$ cat src/rtl/cpu_pkg.sv
// Shared CPU definitions: fetch FSM state encoding, NOP word and reset vector.
package cpu_pkg;

    typedef enum logic [1:0] {
        IDLE = 2'd0,
        REQ  = 2'd1,
        HOLD = 2'd2,
        DROP = 2'd3
    } fetch_state_t;

    localparam logic [31:0] MIPS_NOP             = 32'h0000_0000;
    localparam logic [31:0] RESET_VECTOR_DEFAULT = 32'hBFC0_0000;

endpackage

$ cat src/rtl/instr_fetch_unit.sv
// Fetch stage: reads one instruction per PC over an Avalon-MM read master and hands {instr, pc}
// to decode. Optional misaligned-PC trap is built when IFETCH_ALIGN_CHECK_EN is defined.
module instr_fetch_unit
    import cpu_pkg::*;
#(
    parameter int                ADDR_W       = 32,
    parameter int                DATA_W       = 32,
    parameter logic [ADDR_W-1:0] RESET_VECTOR = ADDR_W'(RESET_VECTOR_DEFAULT)
) (
    input  logic              clk,
    input  logic              reset,
    input  logic [ADDR_W-1:0] pc_in,
    input  logic              pc_valid,
    input  logic              redirect,
    output logic              fetch_stall,
    output logic [ADDR_W-1:0] avm_address,
    output logic              avm_read,
    input  logic              avm_waitrequest,
    input  logic [DATA_W-1:0] avm_readdata,
    output logic [DATA_W-1:0] instr_out,
    output logic [ADDR_W-1:0] instr_pc,
    output logic              instr_valid,
    input  logic              instr_ready,
    output logic              fetch_err,
    output fetch_state_t      state_dbg
);

    // Decode handshake: an instruction transfers on a rising edge where instr_valid && instr_ready
    // and redirect is low; while instr_valid is high, instr_out/instr_pc/fetch_err do not change.

    fetch_state_t      state_q, state_d;
    logic [ADDR_W-1:0] addr_d, ipc_d;
    logic [DATA_W-1:0] iout_d;
    logic              read_d, ival_d, err_d;
    logic              do_issue;
    logic              misaligned;
    logic [ADDR_W-1:0] aligned_pc;

    assign aligned_pc = {pc_in[ADDR_W-1:2], 2'b00};

`ifdef IFETCH_ALIGN_CHECK_EN
    assign misaligned = (pc_in[1:0] != 2'b00);
`else
    logic unused_pc_lsb;
    assign unused_pc_lsb = ^pc_in[1:0];
    assign misaligned    = 1'b0;
`endif

    assign fetch_stall = (state_q != IDLE);
    assign state_dbg   = state_q;

    always_comb begin
        state_d  = state_q;
        addr_d   = avm_address;
        read_d   = avm_read;
        iout_d   = instr_out;
        ipc_d    = instr_pc;
        ival_d   = instr_valid;
        err_d    = fetch_err;
        do_issue = 1'b0;

        case (state_q)
            IDLE: begin
                // A redirect here needs no action: the PC already presents the new target.
                do_issue = pc_valid;
            end
            REQ: begin
                if (!avm_waitrequest) begin
                    read_d = 1'b0;
                    if (redirect) begin
                        state_d = IDLE;
                    end else begin
                        iout_d  = avm_readdata;
                        ipc_d   = avm_address;
                        ival_d  = 1'b1;
                        state_d = HOLD;
                    end
                end else if (redirect) begin
                    state_d = DROP;
                end
            end
            DROP: begin
                // The bus read cannot be withdrawn; wait it out and throw the word away.
                if (!avm_waitrequest) begin
                    read_d  = 1'b0;
                    state_d = IDLE;
                end
            end
            HOLD: begin
                if (redirect) begin
                    ival_d  = 1'b0;
                    err_d   = 1'b0;
                    state_d = IDLE;
                end else if (instr_ready) begin
                    ival_d   = 1'b0;
                    err_d    = 1'b0;
                    state_d  = IDLE;
                    do_issue = pc_valid;
                end
            end
            default: state_d = IDLE;
        endcase

        if (do_issue) begin
            if (misaligned) begin
                iout_d  = DATA_W'(MIPS_NOP);
                ipc_d   = pc_in;
                ival_d  = 1'b1;
                err_d   = 1'b1;
                state_d = HOLD;
            end else begin
                addr_d  = aligned_pc;
                read_d  = 1'b1;
                state_d = REQ;
            end
        end
    end

    always_ff @(posedge clk) begin
        if (reset) begin
            state_q     <= IDLE;
            avm_address <= RESET_VECTOR;
            avm_read    <= 1'b0;
            instr_out   <= DATA_W'(MIPS_NOP);
            instr_pc    <= '0;
            instr_valid <= 1'b0;
            fetch_err   <= 1'b0;
        end else begin
            state_q     <= state_d;
            avm_address <= addr_d;
            avm_read    <= read_d;
            instr_out   <= iout_d;
            instr_pc    <= ipc_d;
            instr_valid <= ival_d;
            fetch_err   <= err_d;
        end
    end

endmodule

$ cat config.mk
export PLATFORM = sky130hd
export DESIGN_NAME = instr_fetch_unit
export DESIGN_NICKNAME = d
export VERILOG_FILES = /design/src/rtl/cpu_pkg.sv /design/src/rtl/instr_fetch_unit.sv
export SDC_FILE = /design/constraint.sdc
export NUM_CORES = 1
export LEC_CHECK = 0
export CAP_MARGIN = 40
export CORE_ASPECT_RATIO = 2
export CORE_MARGIN = 3
export CORE_UTILIZATION = 40
export CTS_CLUSTER_DIAMETER = 50
export DETAILED_ROUTE_END_ITERATION = 12
export PLACE_DENSITY = 0.82
export SETUP_SLACK_MARGIN = 0.05
export SLEW_MARGIN = 20
export SYNTH_ARGS = -nofsm -noshare
export SYNTH_HDL_FRONTEND = slang
export SYNTH_SLANG_ARGS = --single-unit
$ cat constraint.sdc
create_clock -name clk -period 2.35 [get_ports clk]
set_input_delay 0.235 -clock clk [delete_from_list [all_inputs] [get_ports clk]]
set_output_delay 0.235 -clock clk [all_outputs]
set_load 0.005 [all_outputs]
======== After elaboration in Yosys (flattened, before gate mapping) ========
Cells that the tools add are included.
word-level totals
  output and inout port bits .............. 102
  input port bits ......................... 70
  register bits ........................... 97
  logic and storage cells ................. 56
cells by class
  bitwise operators ....................... 2
  reduce and logical (&&, ||, !) cells .... 15
  equal/unequal tests ..................... 12
  muxes and demuxes ....................... 19
operators by type and width
  operator              number
  $mux W2               6
  $reduce_and A4 Y1     3
  $mux W1               10
  $ne A3 B3 Y1 const B  3
  $ne A4 B4 Y1 const B  2
  $reduce_bool A2 Y1    4
  $ne A2 B2 Y1 const B  3
  $pmux W2 S3           1
  $eq A2 B2 Y1 const B  2
  $pmux W1 S2           2
  $reduce_and A2 Y1     2
  $reduce_bool A4 Y1    1
  $reduce_or A2 Y1      2
  $reduce_and A3 Y1     1
  $reduce_bool A3 Y1    1
  $eq A2 B1 Y1 const B  1
  $logic_not A2 Y1      1
  $ne A2 B1 Y1 const B  1
  $not A1 Y1            2

======== Logic depth before layout (Yosys ltp) ========
  depth after elaboration ................. 5
  gate-level depth with buffers ........... 7
  gate-level depth less buffers ........... 6

======== Worst setup path after synthesis ========
Ideal clock, no wire load.
  path type ............................... reg2reg
  from .................................... register state_q[1], in the netlist state_dbg[1]
  to ...................................... register state_q[1], in the netlist state_dbg[1]
  slack ................................... 0.605 ns
  arrival time ............................ 1.665 ns
  stages on the path, launching flop included .. 7
  setup time .............................. 0.079 ns
  clock period less this slack ............ 1.745 ns
  path buffers ............................ 0
  required time ........................... 2.271 ns
  path through ............................ dfxtp_1 > inv_1 > ha_1 > nor2b_1 > o21a_1 > or4_1 > a211oi_2
between the ends
  word-level cells in the longest chain between the ends .. 3
  elaborated cells on any way between the ends .. 12
  those cells by class .................... 6 x eq/ne; 2 x mux; 4 x reduce/logical
RTL lines
  item                                                                    line                     source
  start: declaration                                                      instr_fetch_unit.sv:31   fetch_state_t state_q, state_d;
  start signal: assignment                                                instr_fetch_unit.sv:129  state_q <= state_d;
  $eq A2 B1 Y1, or another cell as far along                              instr_fetch_unit.sv:62   case (state_q)
  $ne A3 B3 Y1 (no source line), or another cell as far along             -
  $reduce_and A4 Y1 (no source line) or $reduce_or A2 Y1 (tied branches)  -
Several ways; a longest one is shown, not always the timed one.
A chain may end at the register's enable or synchronous reset.

======== Final worst setup path ========
  from .................................... register state_q[0], in the netlist state_dbg[0]
  to ...................................... output port fetch_stall
between the ends
  word-level cells in the longest chain between the ends .. 1
RTL lines
  item                line                    source
  $reduce_bool A2 Y1  instr_fetch_unit.sv:49  assign fetch_stall = (state_q != IDLE);
  end: declaration    instr_fetch_unit.sv:15  output logic fetch_stall,
No other way between the ends.

==> results.toml <==
[power]
irDropWorstVdd_v = 0.000574
p_leak_uw = 0.00202
p_per_area_nw_per_um2 = 893

[critical_path]
timing.rr.end = "state_dbg[1]$_SDFFE_PP0P_"
slowest_delay_ns = 0.49
cp-end-kind = "primary output"
critPathSlowestCell = "clkdlybuf4s50_1"
r2r_start = "state_dbg[1]$_SDFFE_PP0P_"
critPathKind = "flop to primary output"
startpoint_type = "flop"
cp_data_required_time_ns = 2.12
arrival_ns = 1.76
cp_common_cell = "inv_1"
rrSetupSlack_ns = 0.42
reg2regPathDepth = 6
worstPathMaxFanout = 7
crit_path_cell_trace = "inv_1 -> ha_1 -> inv_1 -> clkdlybuf4s50_1"

[clocking]
cts_tree = "done"
cts_setup_buffers = 0
cts_max_path_buffers = 2
clockRootBuffer = "clkbuf_16"
cts_made_buffers = 9
clk_pin_slew_ns = 0.07
clk_latency_ns = 0.34
htreeDepth = 3
holdBufCountCts = 0
cts_resized = 0
clock_sinks = 96

[route]
drt_wl_total_um = 10100
drc = 0
dr.pass1.iters = 4
vias = 3470
wire_per_inst_um = 14.3
ant_nets = 0
drt_iter0_markers = 149
routed_via_density = 4.93

[yosys]
synth_edf_count = 0
ys_seq_area_share_pct = 54.3
synth-async-reset-ratio_pct = 0
synth.distinct_cells = 28
yosysWarnings = 0
synth_seq_cells = 96
netlist_instances = 449
ys.flop_type = "dfxtp_1"
postSynthAreaPerCell_um2 = 7.88
syn_area_um2 = 3540

[timing]
finClkSkew_ns = 0.00864
finalWorstSetupSlack_ns = 0.357
finalSetupViolCount = 0
fin_setup_tns_ns = 0
max_freq_mhz = 502
rsz0062_at_grt = "no"
tightest_slew_ns = 0.534
hold_viol = 0
fin_crit_ns = 1.99
final_max_slew_viol_count = 0
max-slew-margin-rel_pct = 64.3
fin_crit_sh_pct = 84.8

[die]
coreArea_um2 = 8650
io_pins = 172
num_rows = 48
die_w_um = 72.5
fp.dieH_um = 139
die-area_um2 = 10100
start_util_pct = 40.9

[placement]
place.gp.congestion = 0.764
place_ws_ns = 0.319
portBuffers = 164
post_dp_cell_area_um2 = 5270
hpwl_um = 7100

[run]
maxCapViolCount = 0

[layout]
layout.nets = 674
drive_gt1_share_pct = 4.80
antenna_cells = 0
area_delta_synth_final_pct = 58.2
design_area_um2 = 5600

[grt]
gr-usage-all-layers_pct = 19.8
grt_pass1_vias = 3315
grt_start_max_net_pins = 97
grt_pass1_wl_um = 15700
overflow = 0
antenna_found_initial = 0

[min_path]
whs_endpoint = "instr_out[30]$_SDFFE_PP0P_"
hold_depth = 3
worst_hold_startpoint = "reset"
min_path_type = "input pin to flop"

[outcome]
status = "finished, final reports clean"
-- power breakdown --
part | total [uW] | internal (uW) | switching, uW | leakage [uW]
logic | 1440 | 757 | 683 | 0.00108
clock network | 1570 | 964 | 610 | 0.000155
registers | 1980 | 1840 | 148 | 0.000781
-- cells in the mapped netlist (2+ instances only) --
| cell type | n | area (um^2) |
|---|---|---|
| buf_4 | 5 | 37.5 |
| nand3b_1 | 9 | 67.6 |
| dfxtp_1 | 96 | 1920 |
| nor2_1 | 4 | 15.0 |
| o21ai_0 | 4 | 20.0 |
| ha_1 | 5 | 62.6 |
| a221oi_1 | 2 | 17.5 |
| nand2_1 | 185 | 694 |
| a21oi_1 | 84 | 420 |
| buf_2 | 3 | 15.0 |
| clkbuf_1 | 27 | 101 |
| o21a_1 | 2 | 15.0 |
| inv_1 | 8 | 30.0 |
-- per-stage QoR --
stage / hold slack [ns] / instances / util [%] / total power (uW)
after floorplan: 0.359 / 453 / - / 2670
after global placement: 0.441 / 688 / 60.9 / 3410
after detailed placement: 0.445 / 688 / 60.9 / 3470
after CTS: 0.415 / 704 / 64.7 / 5060
after global routing: 0.434 / 704 / 64.7 / 5260
final: 0.426 / 704 / 64.7 / 5000
-- flip-flops by register name (all words and copies together) (netlist names) --
register,cells
instr_out,32
avm_read,1
avm_address,30
state_dbg,2
instr_valid,1
instr_pc,30
-- critical path: cells and delay by family, from the launching register on --
family / cells / cell delay (ns)
fa+ha+maj: 1 / 0.29
flops: 1 / 0.46
buf+inv: 3 / 0.67
-- placed cells by master, fill, tap and decap left out, types with 2 or more instances in the layout --
master           netlist  layout
ha_1                   5       5
a221oi_1               2       2
clkinvlp_4             0       2
inv_1                  8       8
buf_12                 0       4
clkinv_4               0       2
nand2_1              185     185
clkbuf_16              0       9
bufinv_16              0       2
dfxtp_1               96      96
nand3b_1               9       9
clkdlybuf4s50_1        0     163
buf_4                  5       2
o21ai_0                4       4
nor2_1                 4       4
conb_1                 1       5
o21a_1                 2       2
a21oi_1               84      84
-- routing by layer --
layer	vias up	global-route usage [%]	routed length [um]
met4	0	11.0	369
met5	-	0	0
met1	1570	20.6	3620
met2	138	35.4	5420
li1	1738	-	-
met3	24	4.21	646
-- logic make-up (layout without fill, tap and decap cells) --
group / count (synthesis) / in the layout / share of synthesized area (%)
buffers and inverters: 43 / 194 / 5.20
adder cells (fa/ha/maj): 5 / 5 / 1.77
flip-flops: 96 / 96 / 54.3
AO/OA/AOI/OAI: 99 / 99 / 15.1
AND/OR/NAND/NOR: 205 / 205 / 23.5
other: 1 / 5 / 0.106
-- worst max path at each step --
stage | from | end | slack, ns | cells after the start
CTS | state_dbg[0]$_SDFFE_PP0P_ | fetch_stall | 0.35 | 4
finish | state_dbg[0]$_SDFFE_PP0P_ | fetch_stall | 0.36 | 4
global route | state_dbg[0]$_SDFFE_PP0P_ | fetch_stall | 0.25 | 4
detailed placement | redirect | avm_address[9]$_SDFFE_PP0P_ | 0.32 | 6
global placement | redirect | avm_address[21]$_SDFFE_PP0P_ | 0.36 | 6
floorplan | state_dbg[1]$_SDFFE_PP0P_ | state_dbg[1]$_SDFFE_PP0P_ | 0.61 | 6
-- final cells by class --
cell class / instances / area [um^2]
Timing Repair Buffer: 170 / 1730
Clock inverter: 6 / 92.6
Multi-Input combinational cell: 314 / 1460
Fill cell: 745 / 3050
Sequential cell: 96 / 1920
Clock buffer: 10 / 239
Inverter: 8 / 30.0
Tap cell: 100 / 125
Power figures use the tool's default switching activity.
